## src/rtl/encoder_display_scanner_if.sv

```systemverilog
// Display-scanner bus: value/update handshake from the position source plus the
// multiplexed seven-segment pins.
interface encoder_display_scanner_if #(
  parameter int unsigned DATA_W     = 16,
  parameter int unsigned NUM_DIGITS = 4
);
  localparam int unsigned IDX_W = (NUM_DIGITS > 1) ? $clog2(NUM_DIGITS) : 1;

  logic [DATA_W-1:0]     value;
  logic                  update_req;
  logic                  update_ack;
  logic [6:0]            seg;
  logic [NUM_DIGITS-1:0] digit_en;
  logic [IDX_W-1:0]      digit_idx;

  modport master (
    output value,
    output update_req,
    input  update_ack,
    input  seg,
    input  digit_en,
    input  digit_idx
  );

  modport slave (
    input  value,
    input  update_req,
    output update_ack,
    output seg,
    output digit_en,
    output digit_idx
  );
endinterface

```

## src/rtl/encoder_display_scanner.sv

```systemverilog
// Scans a tear-free hex snapshot of a position value across NUM_DIGITS common-anode digits.
// Optional build macro LEADING_ZERO_BLANK_EN darkens leading-zero digits above digit 0.
module encoder_display_scanner #(
  parameter int unsigned DATA_W       = 16,
  parameter int unsigned NUM_DIGITS   = 4,
  parameter int unsigned SCAN_DIV     = 12000,
  parameter int unsigned BLANK_CYCLES = 64
) (
  input  logic                      clk,
  input  logic                      rst,
  encoder_display_scanner_if.slave  bus
);

  localparam int unsigned IdxW   = (NUM_DIGITS > 1) ? $clog2(NUM_DIGITS) : 1;
  localparam int unsigned MaxCnt = (SCAN_DIV > BLANK_CYCLES) ? SCAN_DIV : BLANK_CYCLES;
  localparam int unsigned CntW   = $clog2(MaxCnt + 1);

  if (NUM_DIGITS * 4 > DATA_W) begin : g_bad_width
    $error("NUM_DIGITS*4 must not exceed DATA_W");
  end
  if (SCAN_DIV < 1 || BLANK_CYCLES < 1) begin : g_bad_timing
    $error("SCAN_DIV and BLANK_CYCLES must be at least 1");
  end

  typedef enum logic [0:0] {StBlank, StShow} state_e;

  state_e                state_q, state_d;
  logic [CntW-1:0]       cnt_q, cnt_d;
  logic [IdxW-1:0]       idx_q, idx_d;
  logic [DATA_W-1:0]     snap_q, snap_d;
  logic                  ack_q, ack_d;
  logic [6:0]            seg_q, seg_d;
  logic [NUM_DIGITS-1:0] en_q, en_d;
  logic                  lz_dark;

  function automatic logic [6:0] hex_glyph(input logic [3:0] nyb);
    logic [6:0] g;
    case (nyb)
      4'h0:    g = 7'b1000000;
      4'h1:    g = 7'b1111001;
      4'h2:    g = 7'b0100100;
      4'h3:    g = 7'b0110000;
      4'h4:    g = 7'b0011001;
      4'h5:    g = 7'b0010010;
      4'h6:    g = 7'b0000010;
      4'h7:    g = 7'b1111000;
      4'h8:    g = 7'b0000000;
      4'h9:    g = 7'b0010000;
      4'hA:    g = 7'b0001000;
      4'hB:    g = 7'b0000011;
      4'hC:    g = 7'b1000110;
      4'hD:    g = 7'b0100001;
      4'hE:    g = 7'b0000110;
      default: g = 7'b0001110;
    endcase
    return g;
  endfunction

`ifdef LEADING_ZERO_BLANK_EN
  // True when idx > 0 and every nybble from idx upward is zero.
  function automatic logic lead_zero(input logic [DATA_W-1:0] snap, input logic [IdxW-1:0] idx);
    logic nz;
    nz = 1'b0;
    for (int k = 0; k < int'(NUM_DIGITS); k++) begin
      if (k >= int'(idx) && snap[4*k +: 4] != 4'h0) nz = 1'b1;
    end
    return (idx != '0) && !nz;
  endfunction

  assign lz_dark = lead_zero(snap_d, idx_d);
`else
  assign lz_dark = 1'b0;
`endif

  // State register and registered outputs.
  always_ff @(posedge clk) begin
    if (rst) begin
      state_q <= StBlank;
      // Primed so the first blank slot after reset is BLANK_CYCLES long.
      cnt_q   <= CntW'(BLANK_CYCLES - 1);
      idx_q   <= '0;
      snap_q  <= '0;
      ack_q   <= 1'b0;
      seg_q   <= 7'h7F;
      en_q    <= '1;
    end else begin
      state_q <= state_d;
      cnt_q   <= cnt_d;
      idx_q   <= idx_d;
      snap_q  <= snap_d;
      ack_q   <= ack_d;
      seg_q   <= seg_d;
      en_q    <= en_d;
    end
  end

  // Next-state: slot timing, digit advance and frame-boundary snapshot load.
  always_comb begin
    state_d = state_q;
    cnt_d   = cnt_q;
    idx_d   = idx_q;
    snap_d  = snap_q;
    ack_d   = 1'b0;
    case (state_q)
      StBlank: begin
        if (cnt_q == '0) begin
          state_d = StShow;
          cnt_d   = CntW'(SCAN_DIV - 1);
        end else begin
          cnt_d = cnt_q - 1'b1;
        end
      end
      default: begin
        if (cnt_q == '0) begin
          state_d = StBlank;
          cnt_d   = CntW'(BLANK_CYCLES - 1);
          if (idx_q == IdxW'(NUM_DIGITS - 1)) begin
            idx_d = '0;
            if (bus.update_req) begin
              snap_d = bus.value;
              ack_d  = 1'b1;
            end
          end else begin
            idx_d = idx_q + 1'b1;
          end
        end else begin
          cnt_d = cnt_q - 1'b1;
        end
      end
    endcase
  end

  // Outputs are derived from next-state values so the pins switch on the same edge as the FSM.
  always_comb begin
    seg_d = 7'h7F;
    en_d  = '1;
    if (state_d == StShow && !lz_dark) begin
      en_d[idx_d] = 1'b0;
      seg_d       = hex_glyph(snap_d[4*idx_d +: 4]);
    end
  end

  assign bus.update_ack = ack_q;
  assign bus.seg        = seg_q;
  assign bus.digit_en   = en_q;
  assign bus.digit_idx  = idx_q;

endmodule

```

## src/flat_wrapper.sv

```systemverilog
// flat-port wrapper written by rule: the top's interface ports become plain ports
module encoder_display_scanner_flat 
#(
  parameter int unsigned DATA_W       = 16,
  parameter int unsigned NUM_DIGITS   = 4,
  parameter int unsigned SCAN_DIV     = 12000,
  parameter int unsigned BLANK_CYCLES = 64
)
  (clk, rst, bus_value, bus_update_req, bus_update_ack, bus_seg, bus_digit_en, bus_digit_idx);
  encoder_display_scanner_if #(.DATA_W(DATA_W), .NUM_DIGITS(NUM_DIGITS)) bus_i ();
  input  logic clk;
  input  logic rst;
  input wire logic [$bits(bus_i.value)-1:0] bus_value;
  input wire logic [$bits(bus_i.update_req)-1:0] bus_update_req;
  output wire logic [$bits(bus_i.update_ack)-1:0] bus_update_ack;
  output wire logic [$bits(bus_i.seg)-1:0] bus_seg;
  output wire logic [$bits(bus_i.digit_en)-1:0] bus_digit_en;
  output wire logic [$bits(bus_i.digit_idx)-1:0] bus_digit_idx;
  assign bus_i.value = bus_value;
  assign bus_i.update_req = bus_update_req;
  assign bus_update_ack = bus_i.update_ack;
  assign bus_seg = bus_i.seg;
  assign bus_digit_en = bus_i.digit_en;
  assign bus_digit_idx = bus_i.digit_idx;
  encoder_display_scanner #(.DATA_W(DATA_W), .NUM_DIGITS(NUM_DIGITS), .SCAN_DIV(SCAN_DIV), .BLANK_CYCLES(BLANK_CYCLES)) u_core (.clk(clk), .rst(rst), .bus(bus_i));
endmodule
```

## config.mk

```make
export PLATFORM = sky130hd
export DESIGN_NAME = encoder_display_scanner_flat
export DESIGN_NICKNAME = d
export VERILOG_FILES = /design/src/rtl/encoder_display_scanner_if.sv /design/src/rtl/encoder_display_scanner.sv /design/src/flat_wrapper.sv
export SDC_FILE = /design/constraint.sdc
export NUM_CORES = 1
export LEC_CHECK = 0
export BUFFER_PORTS_ARGS = -buffer_cell sky130_fd_sc_hd__buf_2
export CAP_MARGIN = 20
export CORE_ASPECT_RATIO = 0.6
export CORE_UTILIZATION = 35
export CTS_CLUSTER_SIZE = 16
export DETAILED_ROUTE_END_ITERATION = 10
export PLACE_DENSITY_LB_ADDON = 0.12
export RECOVER_POWER = 100
export SYNTH_ARGS = -nofsm -noshare
export SYNTH_HDL_FRONTEND = slang
export SYNTH_SLANG_ARGS = --single-unit
```

## constraint.sdc

```tcl
create_clock -name clk -period 4.1 [get_ports clk]
set_input_delay 0.82 -clock clk [delete_from_list [all_inputs] [get_ports clk]]
set_output_delay 0.82 -clock clk [all_outputs]
set_load 0.01 [all_outputs]
```

# [Word-level counts from Yosys, hierarchy flattened]
# Memories as Yosys holds them, arrays and structs flattened. A register that Yosys moved wholly into a read port is not among the register bits.
# Cells that the tools add are included.
[op_classes] addsub=2 order_cmp=2 eq_ne=1 shifts=1 muxes=16 bitwise_logic=5 n_reduce_logical=4
[ops] cell="$mux W16" n=4
[ops] cell="$mux W14" n=3
[ops] cell="$shiftx A16 B5 Y4" n=1
[ops] cell="$logic_not A14 Y1" n=1
[ops] cell="$sub A14 B1 Y14 const B" n=1
[ops] cell="$mux W2" n=3
[ops] cell="$mux W1" n=5
[ops] cell="$not A1 Y1" n=4
[ops] cell="$not A4 Y4" n=1
[ops] cell="$reduce_or A4 Y1" n=1
[ops] cell="$lt A2 B3 Y1 const B" n=1
[ops] cell="$add A2 B1 Y2 const B" n=1
[ops] cell="$demux W1 S2" n=1
[ops] cell="$eq A2 B2 Y1 const B" n=1
[ops] cell="$ge A2 B1 Y1 const B" n=1
[ops] cell="$reduce_or A2 Y1" n=1
[ops] cell="$logic_and A1 B1 Y1" n=1
[totals] register_bits=38 romBits=112 out_inout_bits=14 word_cells=38 n_memories=1
[mem_list] memory="(name not given)" words=16 word_bits=7 read_ports=1 rd_ports_with_merged_regs=1 write_ports=0 line_no="encoder_display_scanner.sv:38" rtl="case (nyb)"

# [Logic depth before layout (Yosys ltp)]
[depth] depth_word=9 ltp_mapped=16 ltp_nobuf=14

# [Worst setup path before layout]
# No wires, ideal clock.
[synth_timing] path_kind="reg-to-reg" from="register u_core.cnt_q[0]" to="register u_core.seg_q[0] (netlist: u_core.bus.seg[0])" setup_ns=0.129 t_arrival_ns=3.354 required_time_ns=3.971 setup_slack_ns=0.617 path_stages_with_launch=14 n_path_buf=1 period_less_slack_ns=3.483 cell_sequence="dfxtp_1 > inv_1 > ha_1 > or3b_1 > buf_2 > nor4_4 > mux2i_2 > nand2_1 > and3_1 > o22ai_1 > inv_1 > ha_1 > o41ai_1 > nor3_1"
[synth_via] elab_chain_len=5 elab_cells_between_ends=11 cone_classes="shift: 1; mux: 7; bitwise: 1; reduce/logical: 2"
[synth_rtl] item="start: declaration" line_no="encoder_display_scanner.sv:28" rtl="logic [CntW-1:0] cnt_q, cnt_d;"
[synth_rtl] item="start signal: assignment" line_no="encoder_display_scanner.sv:80" rtl="cnt_q <= CntW'(BLANK_CYCLES - 1);"
[synth_rtl] item="start signal: assignment" line_no="encoder_display_scanner.sv:88" rtl="cnt_q <= cnt_d;"
[synth_rtl] item="$logic_not A14 Y1 (*)" line_no="encoder_display_scanner.sv:106, encoder_display_scanner.sv:114"
[synth_rtl] item="parallel branches: the longest is 4 deep, another holds $mux W16"
[synth_rtl] item="end: declaration" line_no="encoder_display_scanner.sv:32" rtl="logic [6:0] seg_q, seg_d;"
# Mark *: on every way between the ends.
# A chain may end at the register's enable or synchronous reset.

# [Final worst setup path]
[layout_timing] from="register u_core.cnt_q[0]" to="register u_core.seg_q[6] (netlist: u_core.bus.seg[6])"
# Same word-level chain as after synthesis.

==> flow_metrics.tcl <==
set metrics [dict create \
    netlist_instances 241 \
    final_common_cell "dfxtp_1" \
    yosysWarnings 0 \
    tightestPinTransition_ps 729 \
    min_period_over_period_pct 89.7 \
    core_area_sq_mm 0.00573 \
    post_cts_resized 0 \
    syn-num-nets 269 \
    port-buffer-count 32 \
    drt_pass1_iterations 4 \
    fin_cells 355 \
    gp_congestion 0.761 \
    clock_latency_ps 300 \
    critical_path_class "flop to flop" \
    crit_arrival_ps 3850 \
    grt_pass1_vias 1618 \
    grt_first_pass_wirelength_mm 8.25 \
    dpl_worst_slack_ps 479 \
    cap_violations 0 \
    synth_ff_type "dfxtp_1" \
    drv_slew 0 \
    routedWlPerCell_um 13.9 \
    drc 0 \
    grt_use_total_pct 16.9 \
    hpwlAfterDp_mm 3.69 \
    min_path_type "flop to flop" \
    finalSetupViolations 0 \
    drive_gt1_share_pct 15.6 \
    layout.nets 303 \
    num-fill-cells 626 \
    slew_headroom_pct 51.4 \
    status "complete, no violations" \
    end_kind "flop" \
    cts_root_buffer "clkbuf_8" \
    ioPinCount 33 \
    setup_slack_ps 422 \
    die_w_um 103 \
    crit_fanout 12 \
    drt_iter0_drc 79 \
    place_inst 348 \
    post-cts-setup-buffers 0 \
    grt_start_max_net_pins 26 \
    clk_pin_slew_worst_paths_ps 80 \
    grt_overflow 0 \
    clockBufferDepth 2 \
    finalHoldViolations 0 \
    synth_area_sq_mm 0.00214 \
    syn2layout_area_growth_pct 14.1 \
    detail-route-antenna-nets 0 \
    critPathMostFrequentCell "ha_1" \
    p_int_w 0.000582 \
    critPathLaunchType "flop" \
    die_h_um 62.6 \
    hold_buffers 0 \
    rows 21 \
    viasPerCell 4.97 \
    antenna_cells 0 \
    antenna_found_initial 0 \
    ff_latch_area_sq_um 901 \
    max_freq_ghz 0.272 \
    layout_common_cells "45 x dfxtp_1, 36 x nand2_1, 21 x a21oi_1" \
    cts_buffers 5 \
    synth_edf_count 0 \
    fin_skew_ps 16.3 \
    crit_slowest_cell "or4_1" \
    max_stage_delay_ps 820 \
    p_sw_w 0.000161 \
    ir_drop_mv 0.121 \
    dr_total_vias 1764 \
    synth_cell_types 52 \
    p_clk_share_pct 38.0 \
    pwr-share-seq_pct 59.3 \
    dieArea_sq_mm 0.00645 \
    cts_num_sinks 45 \
    postSynth.asyncResetShare_pct 0 \
    wirelength_mm 4.94 \
    sw_frac_of_total_pct 21.7 \
    cts_tree "done" \
    power_leakage_nw 0.907 \
    cp.required_ps 4270 \
    ys_seq_area_share_pct 42.0 \
    multi_input_area_sq_mm 0.00115 \
    synth.ff_latch_count 45 \
    period_needed_ps 3680 \
    synth_area_per_cell_sq_um 8.90 \
    combPwrFrac_pct 2.7 \
    initial_core_util_pct 37.4 \
    p_per_area_mw_per_mm2 304 \
    crit_chain "inv_1, ha_1, or3b_1, or4_1, nor2_4, nor2b_1, a221oi_1, o22ai_1, buf_4, ha_1, mux2_1, nand2_1, o211ai_1" \
    rsz0062_at_grt "no" \
    setup_tns_ps 0 \
    cpLargestDelayFamily "simple AND/OR/NAND/NOR gates" \
    cts_max_level 2 \
    critical_path_buf_inv_count 2 \
]
## cell type report
cell class | count | share of cell area, %
inverter | 8 | 1.23
multi-input combinational | 177 | 46.8
timing repair buffer | 38 | 7.52
sequential | 45 | 36.8
tap | 80 | 4.09
clock buffer | 7 | 3.53
## state kept, by name, indices dropped and copies added, names as in the netlist
register,flops
u_core.bus.digit_en,4
u_core.bus.digit_idx,2
u_core.cnt_q,14
u_core.snap_q,16
u_core.bus.seg,7
u_core.state_q,1
u_core.bus.update_ack,1
## worst register-to-register path, delay by kind of cell, from the launching register on
| family | cells | cell delay, ps |
|---|---|---|
| mux | 1 | 310 |
| flops | 1 | 330 |
| compound gates | 3 | 530 |
| simple gates | 5 | 1750 |
| fa+ha+maj | 2 | 410 |
| buf+inv | 2 | 230 |
## layer usage
metal  track usage, %  up-vias  wire length [um]
li1                 -      918                 -
met1             27.6      799              2880
met2             20.8       42              1720
met3             4.14        5               287
met4             5.28        0                46
met5                0        -                 0
## cells by family after synthesis
kind of cell,share of synthesized area (%)
AO/OA/AOI/OAI,13.2
buffers and inverters,4.20
flip-flops,42.0
multiplexers,6.13
adder cells (fa/ha/maj),5.25
AND/OR/NAND/NOR,25.9
XOR/XNOR,3.27
## final timing paths
kind / startpoint / end / slack [ps] / cells after the start
setup / recovery: u_core.cnt_q[0] / u_core.bus.seg[6] / 420 / 13
hold / removal: u_core.cnt_q[0] / u_core.cnt_q[0] / 410 / 1
setup reg to reg: u_core.cnt_q[0] / u_core.bus.seg[6] / 420 / 13
hold reg to reg: u_core.cnt_q[0] / u_core.cnt_q[0] / 410 / 1
## synth_stat cells (2+ instances only)
library cell | number | area [sq um]
o31ai_1 | 2 | 15.0
and2_1 | 3 | 18.8
ha_1 | 9 | 113
xnor2_1 | 7 | 61.3
o221ai_1 | 3 | 26.3
dfxtp_1 | 45 | 901
a31oi_1 | 3 | 18.8
nand2_1 | 36 | 135
nand2b_1 | 2 | 12.5
a21oi_1 | 21 | 105
or4_1 | 2 | 15.0
nand4_1 | 5 | 31.3
inv_1 | 7 | 26.3
mux2i_1 | 8 | 80.1
nor3_1 | 9 | 45.0
nor2_1 | 17 | 63.8
nand3_1 | 8 | 40.0
o211ai_1 | 2 | 15.0
clkbuf_1 | 6 | 22.5
or2_2 | 4 | 25.0
or3_1 | 3 | 18.8
buf_6 | 2 | 22.5
o21ai_0 | 2 | 10.0
buf_2 | 3 | 15.0
or4_4 | 2 | 22.5
o21ai_1 | 4 | 20.0
## per-stage QoR
step	instance area, sq um	hold slack, ps	util [%]	power [W]
finish	2450	411	42.7	0.000744
global route	2450	453	42.7	0.000777
CTS	2480	414	43.2	0.000751
detailed placement	2390	396	41.7	0.000472
global placement	2390	397	41.7	0.000472
floorplan	2140	382	-	0.000459
## power groups by stage
stage	Combinational (W)	Sequential (W)	Clock [W]
after floorplan	0.00000831	0.000451	0
after global placement	0.0000204	0.000451	0
after detailed placement	0.0000203	0.000451	0
after CTS	0.0000204	0.000441	0.000290
after global routing	0.0000226	0.000442	0.000313
final	0.0000201	0.000441	0.000283
No activity file was read; power rests on OpenSTA's default activity.
